$ cat src/rtl/palette_ctrl.sv
// rtl/palette_ctrl.sv - double-buffered 8-entry palette with vblank commit and icon blink
module palette_ctrl #(
  parameter int unsigned BLINK_FRAMES = 16
) (
  input  logic       clock,
  input  logic       rst,
  input  logic       wr_en,
  input  logic [2:0] wr_addr,
  input  logic [7:0] wr_data,
  output logic       wr_ready,
  input  logic       commit,
  input  logic       frame_start,
  output logic       pending,
  input  logic       video_on,
  input  logic [1:0] wall,
  input  logic [1:0] icon,
  output logic [2:0] red,
  output logic [2:0] green,
  output logic [1:0] blue
);

  typedef enum logic [1:0] {
    S_IDLE    = 2'd0,
    S_PENDING = 2'd1,
    S_COPY    = 2'd2
  } state_t;

  localparam logic [7:0] FRAME_LAST = 8'(BLINK_FRAMES - 1);

  state_t     state_q, state_d;
  logic [2:0] idx_q, idx_d;
  logic       commit_q, commit_d;
  logic [7:0] frame_cnt_q, frame_cnt_d;
  logic       blink_q, blink_d;
  logic [7:0] rgb_q, rgb_d;

  logic [7:0] shadow_q [8];
  logic [7:0] active_q [8];

  function automatic logic [7:0] reset_entry(input logic [2:0] i);
    case (i)
      3'd0:    reset_entry = 8'hFF;
      3'd1:    reset_entry = 8'h1C;
      3'd2:    reset_entry = 8'hE0;
      3'd3:    reset_entry = 8'h92;
      3'd4:    reset_entry = 8'h80;
      3'd5:    reset_entry = 8'h1F;
      3'd6:    reset_entry = 8'hE3;
      default: reset_entry = 8'h00;
    endcase
  endfunction

  assign wr_ready = (state_q != S_COPY);
  assign pending  = (state_q != S_IDLE);

  // A commit seen during COPY is remembered so the next vblank re-applies the shadow set.
  always_comb begin
    state_d  = state_q;
    idx_d    = idx_q;
    commit_d = commit_q;
    case (state_q)
      S_IDLE: begin
        if (commit) state_d = S_PENDING;
      end
      S_PENDING: begin
        if (frame_start) begin
          state_d  = S_COPY;
          idx_d    = 3'd0;
          commit_d = 1'b0;
        end
      end
      S_COPY: begin
        idx_d = idx_q + 3'd1;
        if (commit) commit_d = 1'b1;
        if (idx_q == 3'd7) begin
          state_d  = (commit_q || commit) ? S_PENDING : S_IDLE;
          commit_d = 1'b0;
        end
      end
      default: begin
        state_d  = S_IDLE;
        idx_d    = 3'd0;
        commit_d = 1'b0;
      end
    endcase
  end

  always_ff @(posedge clock or negedge rst) begin
    if (!rst) begin
      state_q  <= S_IDLE;
      idx_q    <= 3'd0;
      commit_q <= 1'b0;
    end else begin
      state_q  <= state_d;
      idx_q    <= idx_d;
      commit_q <= commit_d;
    end
  end

  always_ff @(posedge clock or negedge rst) begin
    if (!rst) begin
      for (int i = 0; i < 8; i++) begin
        shadow_q[i] <= reset_entry(3'(i));
        active_q[i] <= reset_entry(3'(i));
      end
    end else begin
      if (wr_en && wr_ready) shadow_q[wr_addr] <= wr_data;
      if (state_q == S_COPY) active_q[idx_q] <= shadow_q[idx_q];
    end
  end

  always_comb begin
    frame_cnt_d = frame_cnt_q;
    blink_d     = blink_q;
    if (frame_start) begin
      if (frame_cnt_q == FRAME_LAST) begin
        frame_cnt_d = 8'd0;
        blink_d     = ~blink_q;
      end else begin
        frame_cnt_d = frame_cnt_q + 8'd1;
      end
    end
  end

  always_ff @(posedge clock or negedge rst) begin
    if (!rst) begin
      frame_cnt_q <= 8'd0;
      blink_q     <= 1'b0;
    end else begin
      frame_cnt_q <= frame_cnt_d;
      blink_q     <= blink_d;
    end
  end

  // Icon colours sit at entries 4..6; a blinking icon shows the wall underneath in the off phase.
  logic [1:0] icon_bit;
  logic       icon_hidden;
  logic [7:0] pixel_color;

  always_comb begin
    icon_bit    = icon - 2'd1;
    icon_hidden = blink_q && active_q[7][icon_bit];
    if ((icon != 2'd0) && !icon_hidden) pixel_color = active_q[3'(icon) + 3'd3];
    else                                pixel_color = active_q[{1'b0, wall}];
    rgb_d = video_on ? pixel_color : 8'h00;
  end

  always_ff @(posedge clock or negedge rst) begin
    if (!rst) rgb_q <= 8'h00;
    else      rgb_q <= rgb_d;
  end

  assign red   = rgb_q[7:5];
  assign green = rgb_q[4:2];
  assign blue  = rgb_q[1:0];

endmodule

$ cat config.mk
export PLATFORM = sky130hd
export DESIGN_NAME = palette_ctrl
export DESIGN_NICKNAME = d
export VERILOG_FILES = /design/src/rtl/palette_ctrl.sv
export SDC_FILE = /design/constraint.sdc
export NUM_CORES = 1
export LEC_CHECK = 0
export ABC_CLOCK_PERIOD_IN_PS = 2500
export BUFFER_PORTS_ARGS = -buffer_cell sky130_fd_sc_hd__buf_2
export CAP_MARGIN = 10
export CORE_AREA = 5 5 170 106
export CTS_CLUSTER_DIAMETER = 60
export DETAILED_ROUTE_END_ITERATION = 10
export DIE_AREA = 0 0 175 111
export PLACE_DENSITY = 0.64
export SYNTH_ARGS = -nofsm -noshare
export SYNTH_HDL_FRONTEND = slang
export SYNTH_SLANG_ARGS = --single-unit
export TNS_END_PERCENT = 20
$ cat constraint.sdc
create_clock -name clock -period 2.5 [get_ports clock]
set_clock_uncertainty 0.05 [all_clocks]
set_input_delay 0.375 -clock clock [delete_from_list [all_inputs] [get_ports clock]]
set_output_delay 0.375 -clock clock [all_outputs]
set_load 0.005 [all_outputs]
==> results_dict.tcl, run 1 <==
set metrics [dict create \
    outcome "finished, final reports clean" \
    slowest_stage "nor2b_2" \
    cts-htree-levels 4 \
    drc_errors 0 \
    slew_violations 0 \
    die-height_um 111 \
    dp_hpwl_um 10240 \
    setup_violations 0 \
    crit_family "simple AND/OR/NAND/NOR gates" \
    relSlewSlack_pct 49.24 \
    vias 4021 \
    rr_endpoint "active_q[49]" \
    clk-insertion-delay-late_ps 420 \
    r2r.worst_path.cells 3 \
    synth_top_area_share_pct 33.03 \
    r2r_slack_ps 310 \
    start_util_pct 44.63 \
    avgRoutedWirePerCell_um 19.86 \
    crit_path_cell_trace "nor2b_2 -> buf_4 -> inv_1 -> buf_2" \
    p_leak_nw 3.593 \
    fmax_ghz 0.4350 \
    synth.yosys.seq_area_share_pct 53.48 \
    ys_ff_latch 151 \
    place_congestion 0.7847 \
    portBuffers 30 \
    ys.flop_type "dfrtp_1" \
    synth_edf_count 0 \
    hold_class "primary input to flop" \
    grt_pass1_vias 4255 \
    whs_endpoint "commit_q" \
    fin_crit_ps 2299 \
    diodes 0 \
    grtUsageTotal_pct 15.86 \
    synth.net_count 492 \
    drive_gt1_share_pct 60.15 \
    avgViaCountPerCell 5.463 \
    synth_area_leaders "dfrtp_1, dfstp_2, mux2_2" \
    clk_pin_slew_ps 70 \
    ys_async_sr_fraction_pct 100.0 \
    netlist_area_um2 7197 \
    dp_cells 703 \
    ir_drop_mv 0.4905 \
    ant_nets 0 \
    fin_util_pct 51.16 \
    cts_inserted_buffers 17 \
    cp.depth 4 \
    crit_path_end_kind "primary output" \
    hold_violations 0 \
    syn_area_per_cell_um2 15.41 \
    cp_num_buf_inv 3 \
    cts.sinks 151 \
    clockBufferDepth 2 \
    crit_required_ps 2080 \
    arrival_ps 1870 \
    max_cap_violations 0 \
    post_cts.repair.setup_buffers 0 \
    final_nets 539 \
    min_from "commit" \
    tritoncts "yes" \
    io_pins 31 \
    dieWidth_um 175 \
    post-synth-top-area-cell "dfrtp_1" \
    antenna_found_initial 0 \
    synth_cell_types 47 \
    tightest_slew_ps 761.4 \
    r2r_start "idx_q[1]" \
    row_count 36 \
    holdPathStages 3 \
    design.die.area_um2 19430 \
    syn2layout_area_growth_pct 14.62 \
    fillers 1354 \
    instances_no_fill 736 \
    core_area_um2 16130 \
    fin_ws_ps 201.1 \
    p_per_area_nw_per_um2 1135 \
    grt_start_max_net_pins 70 \
    grt_pass1_wl_um 24050 \
    drt_iter0_drc 210 \
    grt.overflow.total 0 \
    root_buffer "clkbuf_16" \
    routed_wl_um 14620 \
    start_kind "flop" \
    setup_tns_ps 0 \
    rsz0062_at_grt "false" \
    slowest_delay_ps 500 \
    crit_path_max_fanout 9 \
    dpl_worst_slack_ps 341.0 \
    path_class "flop to primary output" \
    yosysWarnings 0 \
    finalCritPeriodShare_pct 91.96 \
    drt-pass1-iter-count 4 \
    synthCells 467 \
]
-- layer usage --
metal	GRT usage, %	vias up	part of all wire (%)
li1	-	1815	-
met4	4.655	0	1.4
met1	24.43	2128	52
met3	3.545	19	3.1
met2	22.33	59	43
met5	0	-	0
-- power by group --
| part | internal [mW] | leakage [nW] | switching, mW |
|---|---|---|---|
| clock network | 1.51 | 0.274 | 1.04 |
| registers | 3.53 | 1.81 | 0.510 |
| logic | 1.56 | 1.51 | 1.21 |
| total | 6.60 | 3.59 | 2.76 |
-- cell usage after synthesis (3+ instances only) --
cell	count
buf_2	7
buf_4	4
clkbuf_1	6
dfrtp_1	95
dfstp_2	56
ha_1	4
inv_1	11
mux2_1	6
mux2_2	117
mux2_4	28
mux2i_1	19
mux4_2	24
nand2_1	25
nand3b_1	3
nand4_1	4
nor2_1	6
o21ai_0	6
xnor2_1	4
xor2_1	3
-- sequential cells by signal (all words and copies together) (netlist names) --
signal,count
active_q,64
frame_cnt_q,8
commit_q,1
blink_q,1
state_q,2
rgb_q,8
idx_q,3
shadow_q,64
-- final cells by class --
| cell class | count | area, um^2 | area share (%) |
|---|---|---|---|
| sequential | 151 | 3850 | 46.67 |
| timing repair buffer | 51 | 354.1 | 4.292 |
| clock inverter | 12 | 142.6 | 1.729 |
| tap | 209 | 261.5 | 3.170 |
| clock buffer | 20 | 446.7 | 5.415 |
| multi-input combinational | 282 | 3153 | 38.22 |
| inverter | 11 | 41.29 | 0.5005 |
-- worst reg2reg max path, cell delays in order, from the launching register on --
cell,delay (ps)
dfrtp_1,520
nor3b_1,510
nand3b_1,530
mux2_2,450
-- repair_timing --
action	CTS	global route
resized for setup	0	0
hold endpoints to repair	41	0
hold buffers	1	0
-- how the worst max path moves through the flow --
stage	start	end	slack [ps]
3_3_place_gp	idx_q[2]	active_q[25]	400
3_5_place_dp	idx_q[1]	active_q[49]	340
5_1_grt	state_q[1]	wr_ready	70
2_1_floorplan	icon[0]	rgb_q[0]	190
4_1_cts	state_q[1]	wr_ready	180
6_report	state_q[1]	wr_ready	200
-- cell families after synthesis --
logic type      count (synthesis)  synth area share [%]
mux                           194                 35.24
simple gates                   63                 5.529
fa+ha+maj                       4                0.6954
flops                         151                 53.48
xor+xnor                        7                0.8519
compound gates                 14                 1.495
buf+inv                        34                 2.712
-- placed cells by master (no fill, tap or decap), types with 2 or more instances in the layout --
| cell | count |
|---|---|
| mux4_2 | 24 |
| inv_6 | 3 |
| bufinv_16 | 2 |
| xnor2_1 | 4 |
| clkbuf_16 | 17 |
| mux2_2 | 117 |
| clkbuf_1 | 2 |
| mux2_1 | 6 |
| nor3_2 | 2 |
| nand3_1 | 2 |
| or4b_1 | 2 |
| nand4_1 | 4 |
| ha_1 | 4 |
| nand2_1 | 25 |
| dfrtp_1 | 94 |
| nor3b_2 | 2 |
| inv_1 | 11 |
| a22o_1 | 2 |
| nand3b_1 | 3 |
| a21oi_1 | 2 |
| mux2i_1 | 19 |
| o21ai_0 | 6 |
| or3b_1 | 2 |
| buf_2 | 29 |
| nor4_4 | 2 |
| xor2_1 | 3 |
| and3_1 | 2 |
| nor2_1 | 6 |
| nor2b_1 | 2 |
| dfstp_2 | 56 |
| buf_12 | 3 |
| clkinv_4 | 3 |
| mux2_4 | 28 |
| clkinvlp_4 | 4 |
| buf_4 | 17 |
-- metrics by stage --
step	instance area (um^2)	hold slack [ps]	total power [mW]
floorplan	7197	29.41	6.100
global placement	7650	376.3	6.719
detailed placement	7650	384.5	6.864
CTS	8249	193.5	9.461
global route	8249	216.2	9.868
finish	8249	203.1	9.364
No activity file was read; power rests on OpenSTA's default activity.
==> run 2, diff against run 1 <==
--- a/config.mk
+++ b/config.mk
@@ -5,13 +5,14 @@
 export SDC_FILE = /design/constraint.sdc
 export NUM_CORES = 1
 export LEC_CHECK = 0
+export ABC_AREA = 1
 export ABC_CLOCK_PERIOD_IN_PS = 2500
 export BUFFER_PORTS_ARGS = -buffer_cell sky130_fd_sc_hd__buf_2
 export CAP_MARGIN = 10
-export CORE_AREA = 5 5 170 106
+export CORE_AREA = 5 5 173 108
 export CTS_CLUSTER_DIAMETER = 60
 export DETAILED_ROUTE_END_ITERATION = 10
-export DIE_AREA = 0 0 175 111
+export DIE_AREA = 0 0 178 113
 export PLACE_DENSITY = 0.64
 export SYNTH_ARGS = -nofsm -noshare
 export SYNTH_HDL_FRONTEND = slang
==> results_dict.tcl, run 2 <==
set metrics [dict create \
    synth_common_cells "nand2_1, dfrtp_1, inv_1" \
    reg_top3 "active_q x64, shadow_q x64" \
    intPower_mw 6.049 \
    antenna_found_initial 0 \
    cts-htree-levels 4 \
    final_nets 964 \
    drive_gt1_share_pct 18.80 \
    rr_endpoint "active_q[33]" \
    yosysWarnings 0 \
    final_cell_mix "nand2_1, dfrtp_1, inv_1" \
    min_from "frame_start" \
    holdPathStages 2 \
    drc_errors 0 \
    cts.sinks 151 \
    drt_iter0_drc 497 \
    row_count 37 \
    synth_edf_count 0 \
    clockBufferDepth 2 \
    path_class "flop to flop" \
    synth_top_area_share_pct 31.93 \
    crit_path_end_kind "flop" \
    synthCells 915 \
    start_kind "flop" \
    synth_area_leaders "dfrtp_1, dfstp_2, nand2_1" \
    crit_path_max_fanout 58 \
    io_pins 31 \
    post-synth-top-area-cell "dfrtp_1" \
    drt-pass1-iter-count 5 \
    combPwrFrac_pct 28.3 \
    netlist_area_um2 7446 \
    avgRoutedWirePerCell_um 15.11 \
    cts_inserted_buffers 17 \
    start_util_pct 44.07 \
    dpl_worst_slack_ps 426.2 \
    diodes 0 \
    slew_violations 0 \
    tritoncts "yes" \
    r2r.worst_path.cells 7 \
    tightest_slew_ps 687.5 \
    fin_ws_ps 357.9 \
    fillers 1631 \
    dp_cells 1153 \
    grtUsageTotal_pct 18.94 \
    swShare_pct 34.79 \
    slowest_stage "dfrtp_1" \
    outcome "finished, final reports clean" \
    finalCritPeriodShare_pct 85.69 \
    cp_num_buf_inv 3 \
    portBuffers 30 \
    regArea_um2 3849 \
    design.die.area_um2 20110 \
    ys_async_sr_fraction_pct 100.0 \
    clk_pin_slew_ps 70 \
    rsz0062_at_grt "false" \
    final_common_cell "nand2_1" \
    root_buffer "clkbuf_16" \
    hold_violations 0 \
    netSwitchingPower_mw 3.227 \
    routed_wl_um 17920 \
    slowest_delay_ps 410 \
    r2r_slack_ps 360 \
    r2r_start "idx_q[0]" \
    fmax_ghz 0.4668 \
    multi_input_area_um2 3012 \
    hold_class "primary input to flop" \
    crit_required_ps 2820 \
    place_congestion 0.8433 \
    grt_pass1_vias 5530 \
    timing.hold.ws_ps 175.4 \
    dp_hpwl_um 11870 \
    relSlewSlack_pct 53.69 \
    avgViaCountPerCell 4.959 \
    synth.net_count 940 \
    crit_family "simple AND/OR/NAND/NOR gates" \
    vias 5881 \
    seq_power_share_pct 41.8 \
    ant_nets 0 \
    ir_drop_mv 0.3966 \
    p_per_area_nw_per_um2 1102 \
    syn2layout_area_growth_pct 13.04 \
    setup_violations 0 \
    crit_top_cell "nand2_1" \
    ys.flop_type "dfrtp_1" \
    crit_path_cell_trace "buf_12 -> inv_2 -> nor2_1 -> nand2_1 -> inv_1 -> nand2_1 -> nand2_1" \
    dieWidth_um 178 \
    die-height_um 113 \
    setup_tns_ps 0 \
    clk-insertion-delay-late_ps 420 \
    clkPwrFrac_pct 29.9 \
    grt_pass1_wl_um 30030 \
    instances_no_fill 1186 \
    synth_cell_types 33 \
    p_leak_nw 4.175 \
    yosysMostFrequentCell "nand2_1" \
    fin_crit_ps 2142 \
    max_cap_violations 0 \
    whs_endpoint "frame_cnt_q[7]" \
    arrival_ps 2460 \
    grt_start_max_net_pins 59 \
    fin_util_pct 49.81 \
    grt.overflow.total 0 \
    ys_ff_latch 151 \
    synth.yosys.seq_area_share_pct 51.69 \
    syn_area_per_cell_um2 8.138 \
    core_area_um2 16900 \
]
-- run 2: final cells by class --
type	instances	share of cell area [%]
clock buffers	21	5.470
clock inverters	11	2.037
inverters	90	4.370
multi-input cells	640	35.78
flip-flops and latches	151	45.73
well taps	234	3.479
repair buffers	39	3.137
-- run 2: cell families (layout without fill, tap and decap cells) --
family | count (synthesis) | in the layout | synth area share, %
adder cells (fa/ha/maj) | 4 | 4 | 0.6722
flip-flops | 151 | 151 | 51.69
XOR/XNOR | 4 | 4 | 0.4706
AO/OA/AOI/OAI | 137 | 137 | 10.62
AND/OR/NAND/NOR | 495 | 495 | 28.68
buffers and inverters | 124 | 161 | 7.864
-- run 2: what timing repair did --
action / CTS / global route
setup endpoints to repair: 0 / 0
hold endpoints to repair: 41 / 0
resized for setup: 0 / 0
hold buffers: 1 / 0
buffers inserted: 0 / 0
-- run 2: metal layers --
layer | GRT usage, % | wire length (um)
met4 | 4.016 | 121
met5 | 0 | 0
met3 | 3.539 | 1062
met2 | 25.98 | 7125
met1 | 30.74 | 9606
-- run 2: worst max-delay path by stage --
| stage | from | end | slack (ps) | depth (start not counted) |
|---|---|---|---|---|
| finish | idx_q[0] | active_q[33] | 360 | 7 |
| global route | idx_q[0] | active_q[36] | 160 | 7 |
| CTS | idx_q[0] | active_q[33] | 350 | 7 |
| detailed placement | idx_q[0] | active_q[37] | 430 | 7 |
| global placement | icon[0] | rgb_q[6] | 450 | 9 |
| floorplan | icon[0] | rgb_q[5] | 410 | 12 |
-- run 2: power by group through the flow --
stage | clock network [mW] | logic (mW) | registers, mW
2_1_floorplan | 0 | 1.86 | 3.78
3_3_place_gp | 0 | 2.57 | 3.88
3_5_place_dp | 0 | 2.61 | 3.89
4_1_cts | 2.81 | 2.63 | 3.87
5_1_grt | 2.92 | 2.96 | 3.98
6_report | 2.78 | 2.62 | 3.88
-- run 2: per-stage QoR --
| step | instance area, um^2 | power, mW |
|---|---|---|
| floorplan | 7446 | 5.637 |
| finish | 8417 | 9.276 |
| global placement | 7775 | 6.456 |
| detailed placement | 7775 | 6.499 |
| CTS | 8417 | 9.301 |
| global route | 8417 | 9.861 |
